$ cat config.mk
export PLATFORM = sky130hd
export DESIGN_NAME = fnd_scan_controller
export DESIGN_NICKNAME = d
export VERILOG_FILES = /design/src/rtl/fnd_scan_controller.sv
export SDC_FILE = /design/constraint.sdc
export NUM_CORES = 1
export LEC_CHECK = 0
export CAP_MARGIN = 20
export CORE_MARGIN = 2
export CORE_UTILIZATION = 40
export DETAILED_ROUTE_END_ITERATION = 8
export PLACE_DENSITY = 0.71
export SYNTH_ARGS = -nofsm -noshare
export SYNTH_HDL_FRONTEND = slang
export SYNTH_SLANG_ARGS = --single-unit
$ cat constraint.sdc
create_clock -name i_clk -period 3.45 [get_ports i_clk]
set_input_delay 0.345 -clock i_clk [delete_from_list [all_inputs] [get_ports i_clk]]
set_output_delay 0.345 -clock i_clk [all_outputs]
set_load 0.005 [all_outputs]
$ cat src/rtl/fnd_scan_controller.sv
`default_nettype none
// ============================================================================
//  Module      : fnd_scan_controller
//  Description : Time-multiplexed scan driver for an N-digit common-anode FND
//                with PWM brightness, digit mask, blank and frame-synchronous
//                capture of the displayed data.
//  Revision    : 1.0  initial release
// ============================================================================
module fnd_scan_controller #(
    parameter int NUM_DIGITS = 4,
    parameter int DIV        = 1000,
    parameter int BRIGHT_W   = 3
) (
    input  logic                          i_clk,
    input  logic                          i_reset,
    input  logic                          i_blank,
    input  logic [BRIGHT_W-1:0]           i_bright,
    input  logic [NUM_DIGITS-1:0]         i_digit_mask,
    input  logic [4*NUM_DIGITS-1:0]       i_bcd,
    input  logic [NUM_DIGITS-1:0]         i_dp,
    output logic [NUM_DIGITS-1:0]         o_digit,
    output logic [3:0]                    o_bcd,
    output logic                          o_dp,
    output logic [$clog2(NUM_DIGITS)-1:0] o_digit_idx,
    output logic                          o_frame_tick
);

    localparam int IDX_W = $clog2(NUM_DIGITS);
    localparam int DIV_W = (DIV > 1) ? $clog2(DIV) : 1;

    localparam logic [DIV_W-1:0]      c_div_max   = DIV_W'(DIV - 1);
    localparam logic [BRIGHT_W-1:0]   c_phase_max = '1;
    localparam logic [IDX_W-1:0]      c_idx_max   = IDX_W'(NUM_DIGITS - 1);
    localparam logic [NUM_DIGITS-1:0] c_one       = NUM_DIGITS'(1);

    logic [DIV_W-1:0]        r_div_cnt;
    logic [BRIGHT_W-1:0]     r_phase_cnt;
    logic [IDX_W-1:0]        r_idx;
    logic [4*NUM_DIGITS-1:0] r_bcd_sh;
    logic [NUM_DIGITS-1:0]   r_dp_sh;
    logic [NUM_DIGITS-1:0]   r_mask_sh;

    logic                    w_div_max;
    logic                    w_phase_max;
    logic                    w_slot_end;
    logic                    w_frame_end;
    logic                    w_lit;
    logic [NUM_DIGITS-1:0]   w_onehot;
    logic [3:0]              w_bcd_arr [NUM_DIGITS];

    assign w_div_max   = (r_div_cnt == c_div_max);
    assign w_phase_max = (r_phase_cnt == c_phase_max);
    assign w_slot_end  = w_div_max && w_phase_max;
    assign w_frame_end = w_slot_end && (r_idx == c_idx_max);

    // Clock divider: one brightness phase every DIV clocks.
    always_ff @(posedge i_clk or posedge i_reset) begin
        if (i_reset) begin
            r_div_cnt <= '0;
        end else if (w_div_max) begin
            r_div_cnt <= '0;
        end else begin
            r_div_cnt <= r_div_cnt + 1'b1;
        end
    end

    // Phase counter is a power of two wide, so it wraps naturally.
    always_ff @(posedge i_clk or posedge i_reset) begin
        if (i_reset) begin
            r_phase_cnt <= '0;
        end else if (w_div_max) begin
            r_phase_cnt <= r_phase_cnt + 1'b1;
        end
    end

    always_ff @(posedge i_clk or posedge i_reset) begin
        if (i_reset) begin
            r_idx <= '0;
        end else if (w_slot_end) begin
            if (r_idx == c_idx_max) begin
                r_idx <= '0;
            end else begin
                r_idx <= r_idx + 1'b1;
            end
        end
    end

    // Display data is sampled only at the frame boundary to avoid tearing.
    always_ff @(posedge i_clk or posedge i_reset) begin
        if (i_reset) begin
            r_bcd_sh  <= '0;
            r_dp_sh   <= '0;
            r_mask_sh <= '0;
        end else if (w_frame_end) begin
            r_bcd_sh  <= i_bcd;
            r_dp_sh   <= i_dp;
            r_mask_sh <= i_digit_mask;
        end
    end

    generate
        for (genvar k = 0; k < NUM_DIGITS; k++) begin : g_bcd_unpack
            assign w_bcd_arr[k] = r_bcd_sh[4*k +: 4];
        end
    endgenerate

    assign w_onehot = c_one << r_idx;
    assign w_lit    = !i_blank && r_mask_sh[r_idx] && (r_phase_cnt <= i_bright);

    always_ff @(posedge i_clk or posedge i_reset) begin
        if (i_reset) begin
            o_digit      <= '1;
            o_bcd        <= '0;
            o_dp         <= 1'b0;
            o_digit_idx  <= '0;
            o_frame_tick <= 1'b0;
        end else begin
            o_digit      <= ~(w_onehot & {NUM_DIGITS{w_lit}});
            o_bcd        <= w_bcd_arr[r_idx];
            o_dp         <= r_dp_sh[r_idx];
            o_digit_idx  <= r_idx;
            o_frame_tick <= w_frame_end;
        end
    end

endmodule
`default_nettype wire
==> results.py <==
metrics = {
    "sta": {
        "layout_min_cycle_time_ns": 2.30,
        "setup_tns_ns": 0,
        "worstMarginPinSlew_ns": 0.568,
        "rsz0062_at_grt": "false",
        "fin_worst_skew_ns": 0.0116,
        "slew_headroom_pct": 62.2,
        "whs_ns": 0.259,
        "drv_slew": 0,
        "min_period_over_period_pct": 66.8,
        "finalHoldViolations": 0,
        "fmax_mhz": 434,
        "setup_viol": 0,
    },
    "outcome": {
        "outcome": "complete, no violations",
    },
    "synth": {
        "synth_most_common_cell": "dfrtp_1",
        "synth_area_leaders": "dfrtp_1 (50%), mux2_4 (13%), ha_1 (5.4%)",
        "syn_nets": 201,
        "synth.avg_cell_area_um2": 14.5,
        "yosysTopAreaCell": "dfrtp_1",
        "synth_seq_cells": 51,
        "synth_common_cells": "dfrtp_1 (47), mux2_4 (20), ha_1 (10)",
        "synth_cell_types": 32,
        "ys_seq_area_share_pct": 54.8,
        "synth_cells": 161,
        "ys.flop_type": "dfrtp_1",
        "yosys_warnings": 0,
        "synth_edf_count": 0,
        "async_flop_share_pct": 100,
        "syn_area_um2": 2340,
        "synth_top_area_share_pct": 50.3,
    },
    "final_layout": {
        "final_cells": 277,
        "num-nets-final": 244,
        "drive_gt1_share_pct": 23.4,
        "area_growth_pct": 23.2,
        "ff_latch_area_um2": 1280,
        "multi_input_area_um2": 951,
        "n_antenna_cell": 0,
        "fillers": 470,
    },
    "power_and_ir_drop": {
        "peakVddDrop_mv": 0.152,
        "p_per_area_nw_per_um2": 346,
        "p_leak_nw": 1.32,
    },
    "placement": {
        "port-buffer-count": 41,
        "gp_congestion": 0.822,
        "place_inst": 268,
        "post-dp-hpwl_mm": 2.65,
    },
    "setup_path": {
        "cpLargestDelayFamily": "simple AND/OR/NAND/NOR gates",
        "crit_slowest_cell": "and3_4",
        "cp.arrival_ns": 2.50,
        "reg2regPathDepth": 5,
        "critPathBufInv": 0,
        "cp_max_fo": 24,
        "crit_path_max_incr_delay_ns": 0.54,
        "crit_path_cell_trace": "ha_1, and4bb_4, and3_1, and3_4, mux2_2",
        "endpoint_kind": "flop",
        "crit_path_start_kind": "flop",
        "criticalPathCategory": "reg2reg",
        "required_ns": 3.65,
        "worst-path-stages": 5,
    },
    "floorplanning": {
        "io-pin-count": 42,
        "die_area_um2": 6470,
        "num_rows": 27,
        "start_util_pct": 41.9,
        "die_w_um": 80.4,
        "die_h_um": 80.4,
        "core_um2": 5570,
    },
    "detailed_routing": {
        "first_pass_iters": 4,
        "ant_nets": 0,
        "avgRoutedWirePerCell_um": 13.4,
        "viasPerCell": 4.81,
        "drc": 0,
        "drt_iter0_markers": 106,
        "drt-total-wl_mm": 3.70,
        "vias": 1332,
    },
    "run": {
        "maxCapViolations": 0,
    },
    "cts": {
        "h-tree-depth": 2,
        "cts_hold_buf": 0,
        "insertion_delay_ns": 0.31,
        "postCtsSetupBuffers": 0,
        "clkTransAtPathRegs_ns": 0.09,
        "clockBufferDepth": 2,
        "cts_tree": "built",
        "numCtsBuffers": 5,
        "cts_resized": 0,
        "root_buffer": "clkbuf_8",
        "cts_sinks": 51,
    },
    "grt": {
        "grtUsageMet1_pct": 18.4,
        "use_met3_pct": 3.15,
        "antenna_found_initial": 0,
        "grt_usage_pct": 13.3,
        "grt_pass1_wl_mm": 6.48,
        "use_met2_pct": 20.0,
        "top_usage_layer": "met2",
        "overflow": 0,
        "grt_max_degree": 52,
        "grt_pass1_vias": 1316,
    },
    "hold_path": {
        "hp-class": "in2async",
    },
}
-- kinds of logic (layout without fill, tap and decap cells) --
| group | after synthesis | after routing | synth area share (%) |
|---|---|---|---|
| buf+inv | 15 | 59 | 4.45 |
| fa+ha+maj | 10 | 10 | 5.36 |
| xor+xnor | 6 | 6 | 2.25 |
| flops | 51 | 51 | 54.8 |
| simple gates | 36 | 36 | 8.73 |
| compound gates | 9 | 9 | 2.46 |
| mux | 34 | 34 | 21.9 |
-- routing by layer --
metal | routed length, um | share of wire, %
met5 | 0 | 0
met4 | 51 | 1.4
met3 | 153 | 4.1
met2 | 1670 | 45
met1 | 1830 | 49
-- cell type report --
type	instances	share of cell area (%)
sequential	51	44.5
multi-input combinational	95	33.0
timing repair buffer	42	15.0
tap	72	3.13
clock buffer	5	2.39
inverter	9	1.17
clock inverter	3	0.783
-- worst register-to-register path, delay by kind of cell, from the launching register on --
family	cells	cell delay, ns
mux	1	0.39
flops	1	0.39
simple gates	3	1.18
fa+ha+maj	1	0.24
-- state kept, by name, indices dropped and copies added, names as in the netlist, 3 cells and up --
name,flops
r_phase_cnt,3
r_mask_sh,4
o_bcd,4
r_dp_sh,4
r_div_cnt,10
r_bcd_sh,16
o_digit,4
-- path summary, 6_finish.rpt --
kind	slack (ns)	start	end
min in group i_clk	0.48	r_div_cnt[0]$_DFF_PP0_	r_div_cnt[0]$_DFF_PP0_
max in group asynchronous	2.67	i_reset	o_digit[0]$_DFF_PP1_
worst min-delay path	0.26	i_reset	r_div_cnt[8]$_DFF_PP0_
worst max-delay path	1.15	r_div_cnt[0]$_DFF_PP0_	r_bcd_sh[2]$_DFFE_PP0P_
worst max register to register	1.15	r_div_cnt[0]$_DFF_PP0_	r_bcd_sh[2]$_DFFE_PP0P_
worst min register to register	0.48	r_div_cnt[0]$_DFF_PP0_	r_div_cnt[0]$_DFF_PP0_
-- cells in the final DEF, fill, tap and decap left out --
| master | instances |
|---|---|
| and4bb_4 | 1 |
| inv_2 | 1 |
| xor2_1 | 4 |
| and3_1 | 3 |
| clkinv_4 | 1 |
| nand3_1 | 6 |
| mux2_4 | 20 |
| mux4_2 | 5 |
| nor2b_1 | 1 |
| nand4_1 | 3 |
| inv_6 | 1 |
| a211oi_1 | 1 |
| ha_1 | 10 |
| a22o_1 | 1 |
| clkinv_2 | 1 |
| and2b_1 | 1 |
| o21ai_0 | 4 |
| clkdlybuf4s50_1 | 41 |
| and4_1 | 1 |
| buf_12 | 1 |
| dfrtp_1 | 47 |
| mux2i_1 | 2 |
| nor2_1 | 4 |
| o22a_1 | 1 |
| mux2_2 | 7 |
| nand2_1 | 7 |
| dfstp_2 | 4 |
| a21oi_1 | 1 |
| nor3_1 | 4 |
| a21o_1 | 1 |
| xnor2_1 | 2 |
| clkbuf_8 | 5 |
| and3_4 | 1 |
| or3_1 | 1 |
| and2_1 | 3 |
| inv_1 | 8 |
-- power breakdown --
part / switching, W / internal [W]
clock: 0.000201 / 0.000146
sequential: 0 / 0.000597
combinational: 0.0000180 / 0.0000331
-- metrics by stage --
stage / cell area, um2 / setup slack, ns / total power, W / util (%)
after floorplan: 2340 / 1.50 / 0.000621 / -
after global placement: 2770 / 1.19 / 0.000659 / 49.6
after detailed placement: 2770 / 1.15 / 0.000659 / 49.6
after CTS: 2860 / 1.14 / 0.00101 / 51.3
after global routing: 2880 / 0.998 / 0.00104 / 51.6
final: 2880 / 1.15 / 0.000995 / 51.6
Power figures use the tool's default switching activity.
